<file path="src/rtl/vga_frame_ctrl.sv">
// -----------------------------------------------------------------------------
// vga_frame_ctrl -- VGA timing generator and frame buffer fetch engine.
//
// Generates hsync/vsync/blank_n from a divided pixel tick and fetches the source
// image from the PPU frame buffer. Pixels are replicated SCALE times on both
// axes and centred at (X_OFF, Y_OFF). Colour is decoded through
// vga_color_decode and registered. Syncs and blank_n are delayed so that they
// line up with the colour.
//
// Optional feature macro: VGA_TEST_PATTERN_EN. When it is defined, the test_en
// input exists. While test_en is high, the colour stage shows 8 vertical bars
// in place of vga_data.
//
// Ports
//   clk, rst_n             system clock, asynchronous active-low reset
//   vga_row_out/col_out    source row/column being fetched (held outside window)
//   vga_rd                 fetch strobe, one clk per pixel tick inside window
//   vga_data               palette index returned by the frame buffer
//   vga_done               high while the window is not being scanned
//   frame_start            one-clk pulse on the tick h=0, v=0
//   vga_clk                pixel clock, rises mid-pixel
//   hsync, vsync           active-low syncs
//   blank_n                high in the active area; sync_n tied high
//   R, G, B                registered colour
//   test_en                (VGA_TEST_PATTERN_EN only) select bar pattern
// -----------------------------------------------------------------------------

// Palette decode: 3-3-2 index expanded to 8 bits per channel by bit replication.
module vga_color_decode (
    input  logic [7:0] idx,
    output logic [7:0] r,
    output logic [7:0] g,
    output logic [7:0] b
);
    assign r = {idx[7:5], idx[7:5], idx[7:6]};
    assign g = {idx[4:2], idx[4:2], idx[4:3]};
    assign b = {idx[1:0], idx[1:0], idx[1:0], idx[1:0]};
endmodule

module vga_frame_ctrl #(
    parameter int H_ACTIVE = 640,
    parameter int H_FP     = 16,
    parameter int H_SYNC   = 96,
    parameter int H_BP     = 48,
    parameter int V_ACTIVE = 480,
    parameter int V_FP     = 10,
    parameter int V_SYNC   = 2,
    parameter int V_BP     = 33,
    parameter int CLK_DIV  = 2,
    parameter int SRC_W    = 256,
    parameter int SRC_H    = 240,
    parameter int SCALE    = 2,
    parameter int X_OFF    = 64,
    parameter int Y_OFF    = 0,
    parameter int RD_LAT   = 1,
    parameter logic [7:0] BORDER = 8'h0F
) (
    input  logic       clk,
    input  logic       rst_n,
    output logic [9:0] vga_row_out,
    output logic [9:0] vga_col_out,
    output logic       vga_rd,
    input  logic [7:0] vga_data,
`ifdef VGA_TEST_PATTERN_EN
    input  logic       test_en,
`endif
    output logic       vga_done,
    output logic       frame_start,
    output logic       vga_clk,
    output logic       hsync,
    output logic       vsync,
    output logic       blank_n,
    output logic       sync_n,
    output logic [7:0] R,
    output logic [7:0] G,
    output logic [7:0] B
);
    localparam int H_TOTAL = H_ACTIVE + H_FP + H_SYNC + H_BP;
    localparam int V_TOTAL = V_ACTIVE + V_FP + V_SYNC + V_BP;
    localparam int CW = 12;
    localparam int DW = (CLK_DIV < 2) ? 1 : $clog2(CLK_DIV);

    localparam logic [DW-1:0] DIV_LAST = DW'(CLK_DIV - 1);
    localparam logic [DW-1:0] DIV_HALF = DW'(CLK_DIV / 2);
    localparam logic [CW-1:0] H_LAST   = CW'(H_TOTAL - 1);
    localparam logic [CW-1:0] V_LAST   = CW'(V_TOTAL - 1);
    localparam logic [CW-1:0] H_ACT    = CW'(H_ACTIVE);
    localparam logic [CW-1:0] V_ACT    = CW'(V_ACTIVE);
    localparam logic [CW-1:0] HS_BEG   = CW'(H_ACTIVE + H_FP);
    localparam logic [CW-1:0] HS_LEN   = CW'(H_SYNC);
    localparam logic [CW-1:0] VS_BEG   = CW'(V_ACTIVE + V_FP);
    localparam logic [CW-1:0] VS_LEN   = CW'(V_SYNC);
    localparam logic [CW-1:0] WX_BEG   = CW'(X_OFF);
    localparam logic [CW-1:0] WX_LEN   = CW'(SRC_W * SCALE);
    localparam logic [CW-1:0] WX_END   = CW'(X_OFF + SRC_W * SCALE);
    localparam logic [CW-1:0] WY_BEG   = CW'(Y_OFF);
    localparam logic [CW-1:0] WY_LEN   = CW'(SRC_H * SCALE);
    localparam logic [CW-1:0] WY_LAST  = CW'(Y_OFF + SRC_H * SCALE - 1);
    localparam logic [1:0]    SC_LAST  = 2'(SCALE - 1);
    localparam logic [9:0]    ROW_LAST = 10'(SRC_H - 1);

    generate
        if (SCALE < 1 || SCALE > 4 || CLK_DIV < 2 || RD_LAT < 0 || RD_LAT > 3 ||
            X_OFF + SRC_W * SCALE > H_ACTIVE || Y_OFF + SRC_H * SCALE > V_ACTIVE ||
            SRC_W > 1024 || SRC_H > 1024) begin : g_bad_params
            $error("vga_frame_ctrl: illegal parameter set");
        end
    endgenerate

    logic [DW-1:0] div, div_nxt;
    logic          tick;
    logic [CW-1:0] h, v;
    logic [CW-1:0] h_rel, v_rel, hs_rel, vs_rel;
    logic          win0, hs0, vs0, act0;
    logic [1:0]    sx, sx_nxt, sy;
    logic [9:0]    col_nxt, row_cnt;

    assign sync_n  = 1'b1;
    assign tick    = (div == DIV_LAST);
    assign div_nxt = tick ? '0 : div + 1'b1;

    // Range tests use wrapping subtraction: (x - base) < len is true only for
    // x in [base, base+len), and avoids a >= 0 compare when base is zero.
    assign h_rel  = h - WX_BEG;
    assign v_rel  = v - WY_BEG;
    assign hs_rel = h - HS_BEG;
    assign vs_rel = v - VS_BEG;
    assign win0   = (h_rel < WX_LEN) && (v_rel < WY_LEN);
    assign hs0    = !(hs_rel < HS_LEN);
    assign vs0    = !(vs_rel < VS_LEN);
    assign act0   = (h < H_ACT) && (v < V_ACT);

    // Column for the pixel fetched on this tick; sx is its position within
    // the SCALE-wide replication group.
    always_comb begin
        col_nxt = vga_col_out;
        sx_nxt  = sx;
        if (tick && win0) begin
            if (h == WX_BEG) begin
                col_nxt = '0;
                sx_nxt  = '0;
            end else if (sx == SC_LAST) begin
                col_nxt = vga_col_out + 10'd1;
                sx_nxt  = '0;
            end else begin
                sx_nxt = sx + 2'd1;
            end
        end
    end

    // Divider, raster counters and fetch side.
    always_ff @(posedge clk or negedge rst_n) begin
        if (!rst_n) begin
            div         <= '0;
            vga_clk     <= 1'b0;
            h           <= '0;
            v           <= '0;
            sx          <= '0;
            sy          <= '0;
            row_cnt     <= '0;
            vga_col_out <= '0;
            vga_row_out <= '0;
            vga_rd      <= 1'b0;
            frame_start <= 1'b0;
            vga_done    <= 1'b1;
        end else begin
            div         <= div_nxt;
            vga_clk     <= (div_nxt >= DIV_HALF);
            vga_rd      <= tick && win0;
            frame_start <= tick && (h == '0) && (v == '0);
            vga_col_out <= col_nxt;
            sx          <= sx_nxt;
            if (tick) begin
                if (win0) vga_row_out <= row_cnt;
                // vga_done rises one tick past the last window pixel and
                // falls on the first pixel of window row 0.
                if (h == WX_END && v == WY_LAST)      vga_done <= 1'b1;
                else if (h == WX_BEG && v == WY_BEG)  vga_done <= 1'b0;
                if (h == H_LAST) begin
                    h <= '0;
                    if (v == V_LAST) begin
                        v       <= '0;
                        row_cnt <= '0;
                        sy      <= '0;
                    end else begin
                        v <= v + 1'b1;
                        if (v_rel < WY_LEN) begin
                            if (sy == SC_LAST) begin
                                sy <= '0;
                                if (row_cnt != ROW_LAST) row_cnt <= row_cnt + 10'd1;
                            end else begin
                                sy <= sy + 2'd1;
                            end
                        end
                    end
                end else begin
                    h <= h + 1'b1;
                end
            end
        end
    end

    // Fetch/data contract: vga_rd is a one-clk strobe with vga_row_out and
    // vga_col_out valid alongside it. There is no back-pressure. vga_data must
    // hold the addressed index from RD_LAT ticks after the strobe until the
    // following tick edge, which is where it is sampled.
    logic [RD_LAT:0] hs_p, vs_p, act_p, win_p;
    logic [7:0]      data_idx, dec_idx, dec_r, dec_g, dec_b;
`ifdef VGA_TEST_PATTERN_EN
    logic [2:0]      bar_p [RD_LAT:0];
`endif

    always_ff @(posedge clk or negedge rst_n) begin
        if (!rst_n) begin
            hs_p    <= '1;
            vs_p    <= '1;
            act_p   <= '0;
            win_p   <= '0;
            hsync   <= 1'b1;
            vsync   <= 1'b1;
            blank_n <= 1'b0;
            R       <= '0;
            G       <= '0;
            B       <= '0;
`ifdef VGA_TEST_PATTERN_EN
            for (int i = 0; i <= RD_LAT; i++) bar_p[i] <= '0;
`endif
        end else if (tick) begin
            for (int i = RD_LAT; i > 0; i--) begin
                hs_p[i]  <= hs_p[i-1];
                vs_p[i]  <= vs_p[i-1];
                act_p[i] <= act_p[i-1];
                win_p[i] <= win_p[i-1];
`ifdef VGA_TEST_PATTERN_EN
                bar_p[i] <= bar_p[i-1];
`endif
            end
            hs_p[0]  <= hs0;
            vs_p[0]  <= vs0;
            act_p[0] <= act0;
            win_p[0] <= win0;
`ifdef VGA_TEST_PATTERN_EN
            bar_p[0] <= col_nxt[7:5];
`endif
            hsync   <= hs_p[RD_LAT];
            vsync   <= vs_p[RD_LAT];
            blank_n <= act_p[RD_LAT];
            R       <= act_p[RD_LAT] ? dec_r : 8'd0;
            G       <= act_p[RD_LAT] ? dec_g : 8'd0;
            B       <= act_p[RD_LAT] ? dec_b : 8'd0;
        end
    end

    always_comb begin
        data_idx = vga_data;
`ifdef VGA_TEST_PATTERN_EN
        if (test_en) data_idx = {2'b00, bar_p[RD_LAT], 3'b000};
`endif
        dec_idx = win_p[RD_LAT] ? data_idx : BORDER;
    end

    vga_color_decode u_decode (
        .idx (dec_idx),
        .r   (dec_r),
        .g   (dec_g),
        .b   (dec_b)
    );
endmodule
</file>
<file path="config.mk">
export PLATFORM = sky130hd
export DESIGN_NAME = vga_frame_ctrl
export DESIGN_NICKNAME = d
export VERILOG_FILES = /design/src/rtl/vga_frame_ctrl.sv
export SDC_FILE = /design/constraint.sdc
export NUM_CORES = 1
export LEC_CHECK = 0
export CORE_MARGIN = 3
export CORE_UTILIZATION = 45
export DETAILED_ROUTE_END_ITERATION = 12
export GPL_TIMING_DRIVEN = 0
export PLACE_DENSITY = 0.76
export SYNTH_ARGS = -nofsm -noshare
export SYNTH_HDL_FRONTEND = slang
export SYNTH_SLANG_ARGS = --single-unit
</file>
<file path="constraint.sdc">
create_clock -name clk -period 2.5 [get_ports clk]
set_input_delay 0.625 -clock clk [delete_from_list [all_inputs] [get_ports clk]]
set_output_delay 0.625 -clock clk [all_outputs]
set_load 0.1 [all_outputs]
</file>
; Word level (Yosys, flattened, before mapping)
; Index checks and enable logic that the tools add are counted.
[op_classes]
n_addsub = 10
magnitude_cmp = 6
eq_ne = 8
mux = 20
reduce_logical = 22
[op_table]
columns = operator, n
row1 = $mux 10, 6
row2 = $eq 12x10->1 const B, 3
row3 = $mux 8, 4
row4 = $add 12x1->12 const B, 2
row5 = $logic_not 12->1, 2
row6 = $lt 12x10->1 const B, 2
row7 = $mux 12, 2
row8 = $add 10x1->10 const B, 2
row9 = $eq 12x7->1 const B, 1
row10 = $eq 12x9->1 const B, 1
row11 = $lt 12x2->1 const B, 1
row12 = $lt 12x7->1 const B, 1
row13 = $lt 12x9->1 const B, 1
row14 = $sub 12x10->12 const B, 1
row15 = $sub 12x7->12 const B, 1
row16 = $sub 12x9->12 const B, 1
row17 = $mux 2, 5
row18 = $ne 10x8->1 const B, 1
row19 = $reduce_bool 2->1, 5
row20 = $reduce_and 2->1, 4
row21 = $logic_and 1x1->1, 7
row22 = $reduce_and 5->1, 1
row23 = $add 2x1->2 const B, 2
row24 = $eq 2x1->1 const B, 2
row25 = 5 further kinds, 8
[totals]
regBits = 98
input_bits = 10
output_inout_bits = 52
elab_cells = 88

; Depth between registers and ports, before layout
[logic_depth]
depth_word = 5
ltp_mapped = 9
depth_no_buf = 7

; Cells and area by module
; Synthesis repeated with hierarchy kept, for this count alone.
[unflattened]
hier_cells = 513
area_unflattened_um2 = 4987.3
[modules_own_cells]
columns = module, instances, cells_each, area_each_um2, seq_area_each_um2
row1 = vga_frame_ctrl, 1, 489, 4807.1, 2436.1
row2 = vga_color_decode, 1, 24, 180.2, 0.0

; Worst setup path after synthesis
; OpenSTA, ideal clock, no wires.
[synth_path]
path_kind = reg-to-reg
startpoint = register div
endpoint = register row_cnt[4]
setup_time_ns = 0.069
arrival_ns = 2.218
required_time_ns = 2.431
path_slack_ns = 0.213
path_stages_with_launch = 7
path_buffers = 1
period_less_slack_ns = 2.287
path_cell_list = dfrtp_1 -> and3_1 -> and3_1 -> buf_4 -> nand2_2 -> or4_1 -> nand3_1
[synth_between]
elab_chain_len = 1
[synth_rtl]
columns = element, line_no
row1 = "start, declared", 110  ; logic [DW-1:0] div, div_nxt;
row2 = "start signal, assigned", 167  ; div <= div_nxt;
row3 = $reduce_and 5->1 (no source line), -
row4 = "end signal, assigned", 190  ; if (row_cnt != ROW_LAST) row_cnt <= row_cnt + 10'd1;
row5 = "end, declared", 116  ; logic [9:0] col_nxt, row_cnt;
; No other way between the ends.
; A chain may end at the register's enable or synchronous reset.

; Worst setup path after layout
[layout_path]
startpoint = register vga_row_out[7]
endpoint = output port vga_row_out[7]
[layout_lines]
columns = element, line_no
row1 = "start, declared", 60  ; output logic [9:0] vga_row_out,
row2 = "start signal, assigned", 174  ; if (win0) vga_row_out <= row_cnt;
; No word-level cell between the ends.

==> results summary <==
The run finished with clean final reports. The switching part of the total power came out at around 22%. The detailed router placed 3,432 vias in this run. The cell chosen for the clock root is sky130_fd_sc_hd__clkbuf_8. The total wire length is about 9000 um. The die is 103 um wide.

The most used flip-flop cell after synthesis is sky130_fd_sc_hd__dfrtp_1. Data arrives at the worst endpoint at 1.84 ns. Entering global routing, the biggest net connects 64 pins. The mux share of post-synthesis cell area is 4.29%.

The initial antenna violation count came out at 0. The number of max-slew violations in the final report is 0. The proportion of synthesized flip-flops having asynchronous set or reset is 100%. The largest individual stage delay along the critical path comes from the cell sky130_fd_sc_hd__clkdlybuf4s50_1. The critical path goes through clkdlybuf4s50_1. The accumulated negative setup slack came out at 0 ns. The clock sink total came out at 81. The internal power component came out at between 1500 and 2000 uW.

The post-detailed-placement half-perimeter wirelength is 6470 um. Synthesis handed over a netlist of 421 instances. Derived from the worst setup path, the maximum achievable clock frequency is about 410 MHz. After layout, the minimum clock period comes to roughly 2.5 ns. The number of enable-type register cells in the synthesized netlist came out at 0. The switching power total came out at approximately 530 uW.

The mean routed wirelength per cell came out at 15.2 um. The number of nets at the end of the flow came out at 515. The final antenna-violating net count is 0.

The final hold violation count is 0. Registers are responsible for 55.1% of the overall power. Pin placement for this block handled 62 I/O pins.

Grouping stages by cell kind, the critical path spends the most delay in buffers and inverters. The final cycle utilization of the critical path is 98.6%. Of the total synthesized cell area, the portion taken by XOR and XNOR cells is 3.55%.

Once placement completed, the tool counted placed cells totaling 590. The worst setup path is captured at an output port. The number of warnings reported in the yosys synthesis log came out at 0. The maximum ir drop on the vdd rail came out at 313 uV. The number of setup violations in the final report is 0.

The area enclosed by the die boundary came out at around 11,000 um^2. The total track usage is ~18%. The area share of fa/ha/maj cells after synthesis is 3.58%.

The cell area power density is about 460 nW/um^2. The count of TritonRoute iterations in the first routing pass is 5. For this run the aggregate overflow at the end of global routing stands at 0. The post-layout worst setup margin came out at 0.0356 ns. In this run the worst hold path is classified as in -> async. TritonCTS built the clock tree. After synthesis, the largest family of logic cells by area is simple AND/OR/NAND/NOR gates. In this run the deepest clock path goes through 2 buffers.

The first global-routing pass estimated 15,200 um of wire. The chip height is 103 um. The transition time at the pin with the least slew margin is 0.994 ns. The via count of the first global-routing pass came out at ~3,300. Leaving out fill and tap cells, the most frequent cell in the layout is sky130_fd_sc_hd__dfrtp_1. The headroom to the max-slew limit is ~34%.

In this run the worst setup path begins at vga_row_out[7]. The floorplan has 34 rows. The count of cells in the finished layout, fillers not included, comes to ~610. The antenna diode count came out at 0. The synthesized netlist net count is 443. The sequential area share after synthesis is around half. The clock skew came out at 0.0122 ns. In this run, synthesis produced a sequential element count of 81. Once placement finished, the instance area stood at about 5000 um^2.

The average cell area after synthesis is roughly 10 um^2. The largest fanout of any net on the critical path is 2. The tool flagged a number of max-cap violations equal to 0. After detailed routing, the number of vias per cell comes to 5.66. The DRC violation total after the first TritonRoute iteration is 180. The post-synthesis instance area came out at 4200 um^2. The fraction of final layout cells with drive strength greater than 1 is around 16%. The total core area came out at 8890 um^2. Buffers inserted during clock tree synthesis total 9. The H-tree was split into 3 levels. In the layout the commonest cells are sky130_fd_sc_hd__dfrtp_1 (74), sky130_fd_sc_hd__dlygate4sd2_1 (38), sky130_fd_sc_hd__nand2_1 (32).

Summing the areas of all compound-gate instances in the mapped netlist gives 13.4% of the synthesized area. Clock latency on the worst-skew pair, taken at its later pin, is 0.36 ns. The quantity of I/O buffers inserted on ports came out at 60. The required time at the endpoint of the critical path came out at 1.88 ns. After routing the design area is just over 5000 um^2. The number of distinct library cells after synthesis came out at 61. The analysis attributes to cell leakage a power of 0.00245 uW. The power share of the clock group is 42.7%. For this configuration, the core starts out at a cell density of 47.2%. The critical path is of the reg -> out type. The number of DRC violations after detailed routing is 0.

The global placer's final weighted congestion came out at 0.848. The layout overhead on the synthesized area is 22.5%. Counting both buffers and inverters, the worst setup path holds a total of 1. The combinational share of power is 2.2%. Timing analysis after detailed placement gives a worst setup slack of 0.223 ns.

The share of synthesized cell area in and, or, nand and nor gates is 19.8%. The clock transition at the registers of the reported paths came out at 0.09 ns. The biggest cell delay along the critical path came out at 1.13 ns. The worst register-to-register path begins at h[4].

Setup repair after global routing left no endpoint under its margin. STA classifies the critical path startpoint as a flip-flop.
==> area by class of cell <==
class	instances	area, um^2
multi-input cells	286	1880
repair buffers	61	596
plain buffers	35	215
well taps	108	135
clock buffers	11	151
fillers	779	3750
flip-flops and latches	81	2040
clock inverters	5	61.3
inverters	19	71.3
==> state kept, by name (all words and copies together) (netlist names), 2 cells and up <==
name         flops
B                2
G                3
R                3
act_p            2
h               12
hs_p             2
row_cnt         10
sx               2
sy               2
v               12
vga_col_out     10
vga_row_out     10
vs_p             2
win_p            2
==> layer usage <==
| layer | wire length, um | vias to the layer above | part of all wire, % | GRT usage (%) |
|---|---|---|---|---|
| li1 | - | 1635 | - | - |
| met1 | 4340 | 1688 | 47 | 24.1 |
| met2 | 4240 | 96 | 46 | 29.4 |
| met3 | 472 | 13 | 5.1 | 3.11 |
| met4 | 170 | 0 | 1.8 | 8.17 |
| met5 | 0 | - | 0 | 0 |
==> power groups by stage <==
stage	registers (uW)	logic, uW	clock network [uW]
after floorplan	1340	9.10	0
after global placement	1340	49.4	0
after detailed placement	1340	55.0	0
after CTS	1310	55.3	1030
after global routing	1310	59.7	1080
final	1310	52.7	1010
==> synth_stat cells (7+ instances only) <==
master                    instances  area [um^2]
sky130_fd_sc_hd__dfrtp_1         74         1850
sky130_fd_sc_hd__nand2_1         32          120
sky130_fd_sc_hd__nor2_1          31          116
sky130_fd_sc_hd__o21ai_0         30          150
sky130_fd_sc_hd__nand3_1         23          115
sky130_fd_sc_hd__buf_4           20          150
sky130_fd_sc_hd__inv_1           18         67.6
sky130_fd_sc_hd__mux2_2          16          180
sky130_fd_sc_hd__ha_1            12          150
sky130_fd_sc_hd__o31ai_1         12         90.1
sky130_fd_sc_hd__xnor2_1         12          105
sky130_fd_sc_hd__and3_1          11         68.8
sky130_fd_sc_hd__nand4_1         10         62.6
sky130_fd_sc_hd__a21oi_1          9         45.0
sky130_fd_sc_hd__dfstp_2          7          184
==> cells by family (layout without fill, tap and decap cells) <==
logic type | after synthesis | in the layout
other | 1 | 1
buffers and inverters | 54 | 131
multiplexers | 16 | 16
AND/OR/NAND/NOR | 152 | 152
AO/OA/AOI/OAI | 88 | 88
XOR/XNOR | 17 | 17
flip-flops | 81 | 81
adder cells (fa/ha/maj) | 12 | 12
==> stage by stage <==
step / total power [uW] / hold WS (ns) / utilization (%)
6_report: 2380 / 0.144 / 57.8
5_1_grt: 2450 / 0.149 / 57.8
4_1_cts: 2400 / 0.143 / 57.6
3_5_place_dp: 1390 / 0.469 / 55.8
3_3_place_gp: 1380 / 0.464 / 55.5
2_1_floorplan: 1340 / 0.329 / -
==> worst paths after layout <==
path | endpoint | slack [ns] | cells after the start
setup / recovery | vga_row_out[7] | 0.04 | 1
hold / removal | frame_start | 0.14 | 1
setup reg to reg | vga_col_out[8] | 0.28 | 8
hold reg to reg | win_p[0] | 0.48 | 1
max in group asynchronous | vs_p[0] | 1.74 | 2
min in group clk | win_p[0] | 0.48 | 1
==> timing repair <==
action                     CTS  global route
setup endpoints to repair   38             7
gates resized for setup     38             7
hold buffers                 0             0
buffers inserted             0             0
(Power assumes the default switching activity.)
